===== config.mk =====
export PLATFORM = sky130hd
export DESIGN_NAME = instr_decode_pipe
export DESIGN_NICKNAME = d
export VERILOG_FILES = /design/src/rtl/legv8_pkg.sv /design/src/rtl/instr_decoder.sv /design/src/rtl/instr_decode_pipe.sv
export SDC_FILE = /design/constraint.sdc
export NUM_CORES = 1
export LEC_CHECK = 0
export BUFFER_PORTS_ARGS = -buffer_cell sky130_fd_sc_hd__buf_2
export CORE_MARGIN = 4
export CORE_UTILIZATION = 38
export CTS_CLUSTER_DIAMETER = 150
export CTS_CLUSTER_SIZE = 25
export DETAILED_ROUTE_END_ITERATION = 8
export PLACE_DENSITY = 0.65
export SLEW_MARGIN = 0
export SYNTH_ARGS = -nofsm -noshare
export SYNTH_HDL_FRONTEND = slang
export SYNTH_SLANG_ARGS = --single-unit

===== constraint.sdc =====
create_clock -name clk -period 3.6 [get_ports clk]
set_clock_uncertainty 0.15 [all_clocks]
set_input_delay 0.54 -clock clk [delete_from_list [all_inputs] [get_ports clk]]
set_output_delay 0.54 -clock clk [all_outputs]
set_load 0.03 [all_outputs]

===== src/rtl/legv8_pkg.sv =====
// legv8_pkg: shared LEGv8 decode encodings, opcode prefixes and control-bundle type
package legv8_pkg;

    typedef enum logic [2:0] {
        OP_R       = 3'd0,
        OP_I       = 3'd1,
        OP_D       = 3'd2,
        OP_B       = 3'd3,
        OP_CB      = 3'd4,
        OP_IM      = 3'd5,
        OP_ILLEGAL = 3'd7
    } opType_e;

    localparam logic [3:0] ALU_ADD  = 4'd2;
    localparam logic [3:0] ALU_SUB  = 4'd10;
    localparam logic [3:0] ALU_AND  = 4'd6;
    localparam logic [3:0] ALU_ORR  = 4'd4;
    localparam logic [3:0] ALU_EOR  = 4'd9;
    localparam logic [3:0] ALU_MOVZ = 4'd13;
    localparam logic [3:0] ALU_CBZ  = 4'd7;

    localparam logic [10:0] OPC_LDUR = 11'b11111000010;
    localparam logic [10:0] OPC_STUR = 11'b11111000000;
    localparam logic [10:0] OPC_ADD  = 11'b10001011000;
    localparam logic [10:0] OPC_SUB  = 11'b11001011000;
    localparam logic [10:0] OPC_AND  = 11'b10001010000;
    localparam logic [10:0] OPC_ORR  = 11'b10101010000;
    localparam logic [10:0] OPC_EOR  = 11'b11101010000;
    localparam logic [10:0] OPC_MOVZ = 11'b11010010100;
    localparam logic [9:0]  OPC_ADDI = 10'b1001000100;
    localparam logic [9:0]  OPC_SUBI = 10'b1101000100;
    localparam logic [9:0]  OPC_ANDI = 10'b1001001000;
    localparam logic [9:0]  OPC_ORRI = 10'b1011001000;
    localparam logic [9:0]  OPC_EORI = 10'b1101001000;
    localparam logic [5:0]  OPC_B    = 6'b000101;
    localparam logic [7:0]  OPC_CBZ  = 8'b10110100;

    typedef struct packed {
        logic       regWrite;
        logic       memWrite;
        logic       memRead;
        logic       branch;
        logic       uncondBranch;
        logic       aluSRC;
        logic       memToReg;
        opType_e    opType;
        logic [3:0] aluControlCode;
        logic [4:0] readRegister1;
        logic [4:0] readRegister2;
        logic [4:0] writeRegister;
        logic       illegal;
    } ctrlBundle_t;

endpackage


===== src/rtl/instr_decoder.sv =====
// instr_decoder: combinational LEGv8 opcode decode into a control bundle
//   instruction : 32-bit instruction word
//   bundle      : decoded flags, opType, ALU code, register fields, illegal marker
module instr_decoder
    import legv8_pkg::*;
(
    input  logic [31:0]  instruction,
    output ctrlBundle_t  bundle
);
    logic [10:0] op11;
    logic [9:0]  op10;
    assign op11 = instruction[31:21];
    assign op10 = instruction[31:22];
    always_comb begin
        bundle = '0;
        bundle.opType = OP_ILLEGAL;
        bundle.readRegister1 = instruction[9:5];
        bundle.writeRegister = instruction[4:0];
        if (op11 == OPC_LDUR || op11 == OPC_STUR) begin
            bundle.opType = OP_D;
            bundle.aluControlCode = ALU_ADD;
            bundle.aluSRC = 1'b1;
            bundle.regWrite = op11 == OPC_LDUR;
            bundle.memRead = op11 == OPC_LDUR;
            bundle.memToReg = op11 == OPC_LDUR;
            bundle.memWrite = op11 == OPC_STUR;
        end else if (op11 inside {OPC_ADD, OPC_SUB, OPC_AND, OPC_ORR, OPC_EOR}) begin
            bundle.opType = OP_R;
            bundle.regWrite = 1'b1;
            bundle.aluControlCode = op11 == OPC_SUB ? ALU_SUB :
                                    op11 == OPC_AND ? ALU_AND :
                                    op11 == OPC_ORR ? ALU_ORR :
                                    op11 == OPC_EOR ? ALU_EOR : ALU_ADD;
        end else if (op10 inside {OPC_ADDI, OPC_SUBI, OPC_ANDI, OPC_ORRI, OPC_EORI}) begin
            bundle.opType = OP_I;
            bundle.regWrite = 1'b1;
            bundle.aluSRC = 1'b1;
            bundle.aluControlCode = op10 == OPC_SUBI ? ALU_SUB :
                                    op10 == OPC_ANDI ? ALU_AND :
                                    op10 == OPC_ORRI ? ALU_ORR :
                                    op10 == OPC_EORI ? ALU_EOR : ALU_ADD;
        end else if (op11 == OPC_MOVZ) begin
            bundle.opType = OP_IM;
            bundle.aluControlCode = ALU_MOVZ;
            bundle.regWrite = 1'b1;
            bundle.aluSRC = 1'b1;
        end else if (instruction[31:26] == OPC_B) begin
            bundle.opType = OP_B;
            bundle.uncondBranch = 1'b1;
        end else if (instruction[31:24] == OPC_CBZ) begin
            bundle.opType = OP_CB;
            bundle.aluControlCode = ALU_CBZ;
            bundle.branch = 1'b1;
        end
        bundle.illegal = bundle.opType == OP_ILLEGAL;
        // D and CB formats carry the second source (store data / tested reg) in Rt
        bundle.readRegister2 = bundle.opType == OP_R ? instruction[20:16] :
                               (bundle.opType == OP_D || bundle.opType == OP_CB) ? instruction[4:0] : 5'd0;
    end
endmodule


===== src/rtl/instr_decode_pipe.sv =====
// instr_decode_pipe: decode at acceptance, then STAGES elastic registered stages
//   clk, reset (sync, active-high), flush (drop all in-flight words)
//   in_valid/in_ready/instruction : instruction-accept handshake
//   out_valid/out_ready + decoded flags/fields/illegal : output bundle handshake
//   retiredCount (wrapping), illegalCount (saturating) : status counters
module instr_decode_pipe
    import legv8_pkg::*;
#(
    parameter int STAGES = 2,
    parameter int CNT_W  = 16
) (
    input  logic             clk,
    input  logic             reset,
    input  logic             flush,
    input  logic             in_valid,
    output logic             in_ready,
    input  logic [31:0]      instruction,
    output logic             out_valid,
    input  logic             out_ready,
    output logic             regWriteFlag,
    output logic             memWriteFlag,
    output logic             memReadFlag,
    output logic             branchFlag,
    output logic             unconditionalBranchFlag,
    output logic             aluSRC,
    output logic             memToReg,
    output logic [2:0]       opType,
    output logic [3:0]       aluControlCode,
    output logic [4:0]       readRegister1,
    output logic [4:0]       readRegister2,
    output logic [4:0]       writeRegister,
    output logic             illegal,
    output logic [CNT_W-1:0] retiredCount,
    output logic [CNT_W-1:0] illegalCount
);
    ctrlBundle_t       decoded, outB;
    ctrlBundle_t       stageData [STAGES];
    logic [STAGES-1:0] stageValid, adv;
    logic              accept, retire;

    instr_decoder uDecoder (.instruction(instruction), .bundle(decoded));

    assign in_ready = !reset && !flush && (!stageValid[0] || adv[0]);
    assign accept   = in_valid && in_ready;

    for (genvar g = 0; g < STAGES; g++) begin : gStage
        logic        v, load;
        ctrlBundle_t d, src;
        if (g == 0) begin : gFirst
            assign load = accept;
            assign src  = decoded;
        end else begin : gNext
            assign load = adv[g-1];
            assign src  = stageData[g-1];
        end
        // A stage moves on if the output drains or any later stage has a hole,
        // which collapses bubbles while the output is stalled.
        if (g == STAGES - 1) begin : gLast
            assign adv[g] = v && out_ready;
        end else begin : gMid
            assign adv[g] = v && (out_ready || !(&stageValid[STAGES-1:g+1]));
        end
        always_ff @(posedge clk) begin
            if (reset || flush) v <= 1'b0;
            else if (load)      v <= 1'b1;
            else if (adv[g])    v <= 1'b0;
        end
        always_ff @(posedge clk) begin
            if (reset)     d <= '0;
            else if (load) d <= src;
        end
        assign stageValid[g] = v;
        assign stageData[g]  = d;
    end

    assign out_valid = stageValid[STAGES-1];
    assign outB      = out_valid ? stageData[STAGES-1] : '0;
    assign retire    = out_valid && out_ready && !flush;

    assign regWriteFlag            = outB.regWrite;
    assign memWriteFlag            = outB.memWrite;
    assign memReadFlag             = outB.memRead;
    assign branchFlag              = outB.branch;
    assign unconditionalBranchFlag = outB.uncondBranch;
    assign aluSRC                  = outB.aluSRC;
    assign memToReg                = outB.memToReg;
    assign opType                  = outB.opType;
    assign aluControlCode          = outB.aluControlCode;
    assign readRegister1           = outB.readRegister1;
    assign readRegister2           = outB.readRegister2;
    assign writeRegister           = outB.writeRegister;
    assign illegal                 = outB.illegal;

    always_ff @(posedge clk) begin
        if (reset) begin
            retiredCount <= '0;
            illegalCount <= '0;
        end else begin
            if (retire) retiredCount <= retiredCount + 1'b1;
            if (retire && outB.illegal && !(&illegalCount)) illegalCount <= illegalCount + 1'b1;
        end
    end
endmodule


==> results.json, run 1 <==
{
  "status": "completed",
  "tightestPinTransition_ps": 1080,
  "post_drt_wl_per_cell_um": 15.1,
  "grt_first_pass_wirelength_um": 18300,
  "initial_core_util_pct": 39.1,
  "clkTransAtPathRegs_ps": 60,
  "fin_crit_sh_pct": 64.6,
  "power_leakage_nw": 1.97,
  "max_freq_ghz": 0.430,
  "vias": 3995,
  "synth_nets": 566,
  "fp-row-count": 38,
  "postLayoutCellArea_um2": 5120,
  "design.die.area_um2": 13000,
  "power_density_nw_per_um2": 411,
  "vias_per_cell": 5.33,
  "worstPathMaxFanout": 34,
  "nets": 644,
  "period_minus_slack_ps": 2330,
  "syn2layout_area_growth_pct": 19.9,
  "grt_pass1_vias": 3725,
  "tns_ps": 0,
  "relSlewSlack_pct": 27.9,
  "diodes": 0,
  "cts_tree": "done",
  "p_total_mw": 2.10,
  "ys_ff_latch": 92,
  "antenna_found_initial": 0,
  "design.core.area_um2": 10900,
  "synth_commonest_cells": "98 x nand2_1, 92 x dfxtp_1, 66 x a21oi_1",
  "clk_latency_ps": 340,
  "drtAntennaViolNets": 0,
  "drv_slew": 0,
  "ys.flop_type": "dfxtp_1",
  "drc": 0,
  "grt_max_degree": 88,
  "yosys_warnings": 0,
  "timing.hold.ws_ps": 288,
  "syn_avg_cell_area_um2": 8.11,
  "htreeDepth": 3,
  "worstPathRequired_ps": 2910,
  "yosysSeqAreaShare_pct": 43.1,
  "die_x_um": 114,
  "finalWirelength_um": 11300,
  "async_reset_ff_share_pct": 0,
  "synth_cells": 527,
  "critPathKind": "reg -> out",
  "hp-class": "in -> reg",
  "synth.most_common_cell": "nand2_1",
  "endpoint_kind": "primary output",
  "netlist_area_um2": 4270,
  "synth_top_area_share_pct": 43.1,
  "drt_pass1_iterations": 4,
  "crit_arrival_ps": 1640,
  "cts_setup_buffers": 0,
  "num_io_pins": 101,
  "startpoint_type": "flip-flop",
  "netlist_top_cells_area": "dfxtp_1 43%, nand2_1 8.6%, a21oi_1 7.7%, and2_1 4.7%, o31ai_1 2.5%",
  "gp_congestion": 0.816,
  "die_y_um": 114,
  "hpwl_um": 7710,
  "drive_gt1_share_pct": 21.2,
  "utilization_pct": 46.9,
  "cts_hold_buf": 0,
  "maxCapViolations": 0,
  "cts-root-buf": "clkbuf_16",
  "placed_area_um2": 4820,
  "grt_overflow": 0,
  "rsz0062_at_grt": "false",
  "clk_path_buf_depth": 2,
  "finalSetupViolations": 0,
  "post_cts_resized": 0,
  "synth.distinct_cells": 57,
  "synth_edf_count": 0,
  "cts_made_buffers": 9,
  "grt_usage_pct": 17.3,
  "peakVddDrop_mv": 0.214,
  "port_buffers": 94,
  "synth_top_area_cell": "dfxtp_1",
  "hold_viol": 0,
  "cts_sinks": 92,
  "drt_iter0_drc": 442
}
## cells by family (layout without fill, tap and decap cells)
family,Yosys count,after routing,share of synthesized area [%]
AND/OR/NAND/NOR,256,256,32.5
multiplexers,2,2,0.498
adder cells (fa/ha/maj),2,2,0.586
XOR/XNOR,11,11,2.25
flip-flops,92,92,43.1
buffers and inverters,41,123,4.13
AO/OA/AOI/OAI,123,123,16.9
## sequential cells by signal (all words and copies together) (netlist names)
register / count
out_valid: 1
illegalCount: 16
retiredCount: 16
gStage.d: 58
gStage.v: 1
## where the power goes
group          switching (mW)  total [mW]  internal, mW  leakage (nW)
Clock                   0.388       0.959         0.571         0.151
Sequential            0.00676        1.04          1.03         0.743
Combinational          0.0726       0.109        0.0366          1.08
## cell type report
| class | instances | area (µm²) |
|---|---|---|
| clock buffer | 11 | 253 |
| clock inverter | 4 | 48.8 |
| fill | 1096 | 5810 |
| inverter | 8 | 30.0 |
| multi-input combinational | 394 | 2260 |
| sequential | 92 | 1840 |
| tap | 140 | 175 |
| timing repair buffer | 100 | 515 |
## critical path, stage by stage (launching register included)
cell      delay, ps
dfxtp_1         350
buf_4           310
nand3b_1        250
and2_1          210
buf_2           180
## per-layer routing
metal,vias up,track usage [%],share of wire [%]
li1,2027,-,-
met1,1856,23.3,47
met2,103,27.6,47
met3,9,3.50,5.0
met4,0,6.10,1.3
met5,-,0,0
## layout by cell type, fill, tap and decap left out, types with 6 or more instances in the layout
cell / netlist / layout
a211oi_1: 10 / 10
a21oi_1: 66 / 66
and2_1: 32 / 32
buf_2: 5 / 94
buf_4: 4 / 6
clkbuf_16: 0 / 9
dfxtp_1: 92 / 92
inv_1: 8 / 8
nand2_1: 98 / 98
nand2b_1: 8 / 8
nand3_1: 15 / 15
nand3b_1: 8 / 8
nand4_1: 15 / 15
nor2_1: 22 / 22
o21ai_0: 17 / 17
o31ai_1: 14 / 14
or3_1: 10 / 10
or4_1: 12 / 12
xor2_1: 10 / 10
## per-stage QoR
step                      std cells  setup WS, ps
after detailed placement        734          1120
after global placement          734          1190
after global routing            749          1150
after floorplan                 527          1430
after CTS                       749          1270
final                           749          1270
## final timing paths
check / from / end / slack (ps) / cells past startpoint
setup / recovery: out_valid / in_ready / 1270 / 4
hold reg to reg: gStage[0].d[15] / gStage[1].d[15] / 300 / 2
setup reg to reg: out_valid / retiredCount[13] / 1370 / 5
hold / removal: instruction[5] / gStage[0].d[11] / 290 / 3
Power figures use the tool's default switching activity.
==> run 2: changes to the inputs <==
--- a/config.mk
+++ b/config.mk
@@ -5,13 +5,14 @@
 export SDC_FILE = /design/constraint.sdc
 export NUM_CORES = 1
 export LEC_CHECK = 0
+export ABC_AREA = 1
 export BUFFER_PORTS_ARGS = -buffer_cell sky130_fd_sc_hd__buf_2
 export CORE_MARGIN = 4
 export CORE_UTILIZATION = 38
 export CTS_CLUSTER_DIAMETER = 150
 export CTS_CLUSTER_SIZE = 25
 export DETAILED_ROUTE_END_ITERATION = 8
-export PLACE_DENSITY = 0.65
+export PLACE_DENSITY = 0.67
 export SLEW_MARGIN = 0
 export SYNTH_ARGS = -nofsm -noshare
 export SYNTH_HDL_FRONTEND = slang
==> constraint.sdc (replaced) <==
create_clock -name clk -period 1.89 [get_ports clk]
set_clock_uncertainty 0.15 [all_clocks]
set_input_delay 0.2835 -clock clk [delete_from_list [all_inputs] [get_ports clk]]
set_output_delay 0.2835 -clock clk [all_outputs]
set_load 0.03 [all_outputs]
==> run 2 against run 1 <==
  * Worst hold slack worse by 250 ps
  * Cell area up 9.6%
  * Global-route usage down 0.88 points
  * Non-clock buffer count up 23
  * Sequential cell count unchanged
  * Core utilization up 1.9 points
  * Final cell count up 25%
  * Area after synthesis up 5.3%
  * Sequential share of layout area down 3.1 points
  * Count of clock-buffer cells in the layout down 2
  * Register-to-register slack worse by 1200 ps
  * Synthesized cell count up 28%
==> results.json, run 2 <==
{
  "status": "completed",
  "drtAntennaViolNets": 0,
  "dp_cells": 917,
  "clkTransAtPathRegs_ps": 70,
  "synth.distinct_cells": 32,
  "worstPathRequired_ps": 1460,
  "ys.flop_type": "dfxtp_1",
  "nets": 825,
  "endpoint_kind": "primary output",
  "yosysSeqAreaShare_pct": 40.9,
  "clk_path_buf_depth": 2,
  "design.core.area_um2": 11500,
  "peakVddDrop_mv": 0.425,
  "initial_core_util_pct": 39.1,
  "grt_overflow": 0,
  "crit_arrival_ps": 1340,
  "period_minus_slack_ps": 1780,
  "rr_startpoint": "illegalCount[1]",
  "drt_iter0_drc": 229,
  "hpwl_um": 8310,
  "post_cts_resized": 0,
  "cts_made_buffers": 9,
  "relSlewSlack_pct": 65.2,
  "cts_hold_buf": 0,
  "drv_slew": 0,
  "rsz0062_at_grt": "true",
  "synth_top_area_cell": "dfxtp_1",
  "cts_setup_buffers": 0,
  "grt_pass1_vias": 3901,
  "port_buffers": 94,
  "finalSetupViolations": 0,
  "final_common_cell": "nand2_1",
  "worstRegToRegCells": 9,
  "synth_cells": 674,
  "synth_top_area_share_pct": 40.9,
  "netlist_top_cells_area": "dfxtp_1 41%, nand2_1 11%, inv_1 8.6%, nor2_1 8.0%, o21ai_0 6.3%",
  "worstPathMaxFanout": 30,
  "fp-row-count": 39,
  "grt_max_degree": 62,
  "synth_edf_count": 0,
  "synth_commonest_cells": "129 x nand2_1, 103 x inv_1, 96 x nor2_1",
  "finalWirelength_um": 11100,
  "post_drt_wl_per_cell_um": 11.8,
  "max_freq_ghz": 0.563,
  "startpoint_type": "flip-flop",
  "die_y_um": 117,
  "grt_first_pass_wirelength_um": 18100,
  "regToRegSetupSlack_ps": 160,
  "hold_start": "instruction[9]",
  "gp_congestion": 0.860,
  "top_register": "gStage.d",
  "fin_cells": 935,
  "cts_tree": "done",
  "power_leakage_nw": 2.89,
  "tightestPinTransition_ps": 522,
  "hp-class": "in -> reg",
  "critPathKind": "reg -> out",
  "largestRegisters": "gStage.d (58), illegalCount (16), retiredCount (16)",
  "utilization_pct": 48.8,
  "synth.most_common_cell": "nand2_1",
  "num_io_pins": 101,
  "p_total_mw": 4.18,
  "maxCapViolations": 0,
  "yosys_warnings": 0,
  "design.die.area_um2": 13600,
  "placed_area_um2": 5260,
  "synth_nets": 713,
  "antenna_found_initial": 2,
  "drive_gt1_share_pct": 21.7,
  "netlist_area_um2": 4500,
  "critPathLaunch": "out_valid",
  "worstReg2RegEnd": "illegalCount[3]",
  "clk_latency_ps": 340,
  "cts_sinks": 92,
  "vias_per_cell": 4.74,
  "largest_reg_flops": 58,
  "grt_usage_pct": 16.4,
  "drt_pass1_iterations": 4,
  "power_density_nw_per_um2": 744,
  "fin_crit_sh_pct": 94.0,
  "htreeDepth": 3,
  "postLayoutCellArea_um2": 5620,
  "syn_avg_cell_area_um2": 6.67,
  "syn2layout_area_growth_pct": 24.9,
  "drc": 0,
  "vias": 4435,
  "async_reset_ff_share_pct": 0,
  "final_cell_mix": "128 x nand2_1, 103 x inv_1, 95 x nor2_1, 94 x buf_2, 88 x dfxtp_1",
  "cts-root-buf": "clkbuf_16",
  "crit_end": "regWriteFlag",
  "hold_viol": 0,
  "die_x_um": 117,
  "ys_ff_latch": 92
}
## run 2: cell count changes in the layout (fill, tap and decap cells not counted), sizes merged, moves of 28 or more
cell / change
nor2: +84
inv: +104
nand3: +28
nand2: +34
o21ai: +41
and2: -32
## run 2: worst min-delay path by stage
stage                      endpoint  slack, ps  cells after the start
floorplan           gStage[0].d[15]        270                      2
global placement    gStage[1].d[12]        290                      2
detailed placement  gStage[1].d[12]        300                      2
CTS                 gStage[0].d[15]         30                      3
global route        gStage[0].d[15]         40                      3
finish              gStage[0].d[15]         40                      3
## run 2: metal layers
layer	vias to the layer above	part of all wire [%]	GRT usage [%]
met5	-	0.063	0
met4	2	1.3	4.36
li1	2375	-	-
met2	115	43	24.6
met1	1932	50	23.6
met3	11	5.8	4.01
## run 2: cell families after synthesis
logic type / synth area share (%)
simple gates: 31.7
buf+inv: 11.4
fa+ha+maj: 0.556
xor+xnor: 1.36
compound gates: 14.0
flops: 40.9
## run 2: report_power, final
| part | switching (mW) | internal [mW] | leakage [nW] |
|---|---|---|---|
| clock | 0.824 | 1.06 | 0.152 |
| sequential | 0.0229 | 1.99 | 0.748 |
| combinational | 0.186 | 0.100 | 1.99 |
| total | 1.03 | 3.15 | 2.89 |
## run 2: final cells by class
class	count	area, µm²
Antenna cell	1	2.50
Timing Repair Buffer	123	688
Inverter	108	405
Sequential cell	92	1850
Fill cell	1183	5900
Multi-Input combinational cell	452	2180
Tap cell	143	179
Clock buffer	9	225
Clock inverter	7	88.8
## run 2: worst max-delay path, cell delays in order (launching register included)
cell,delay (ps)
dfxtp_2,360
buf_4,290
nand2_1,90
inv_1,60
buf_2,190
## run 2: stage by stage
step                hold slack (ps)  setup WS [ps]  TNS (ps)
finish                         38.5            113         0
global route                   43.1          -21.0     -21.0
CTS                            25.3           17.9         0
detailed placement              298           35.0         0
global placement                294           46.9         0
floorplan                       268          0.934         0
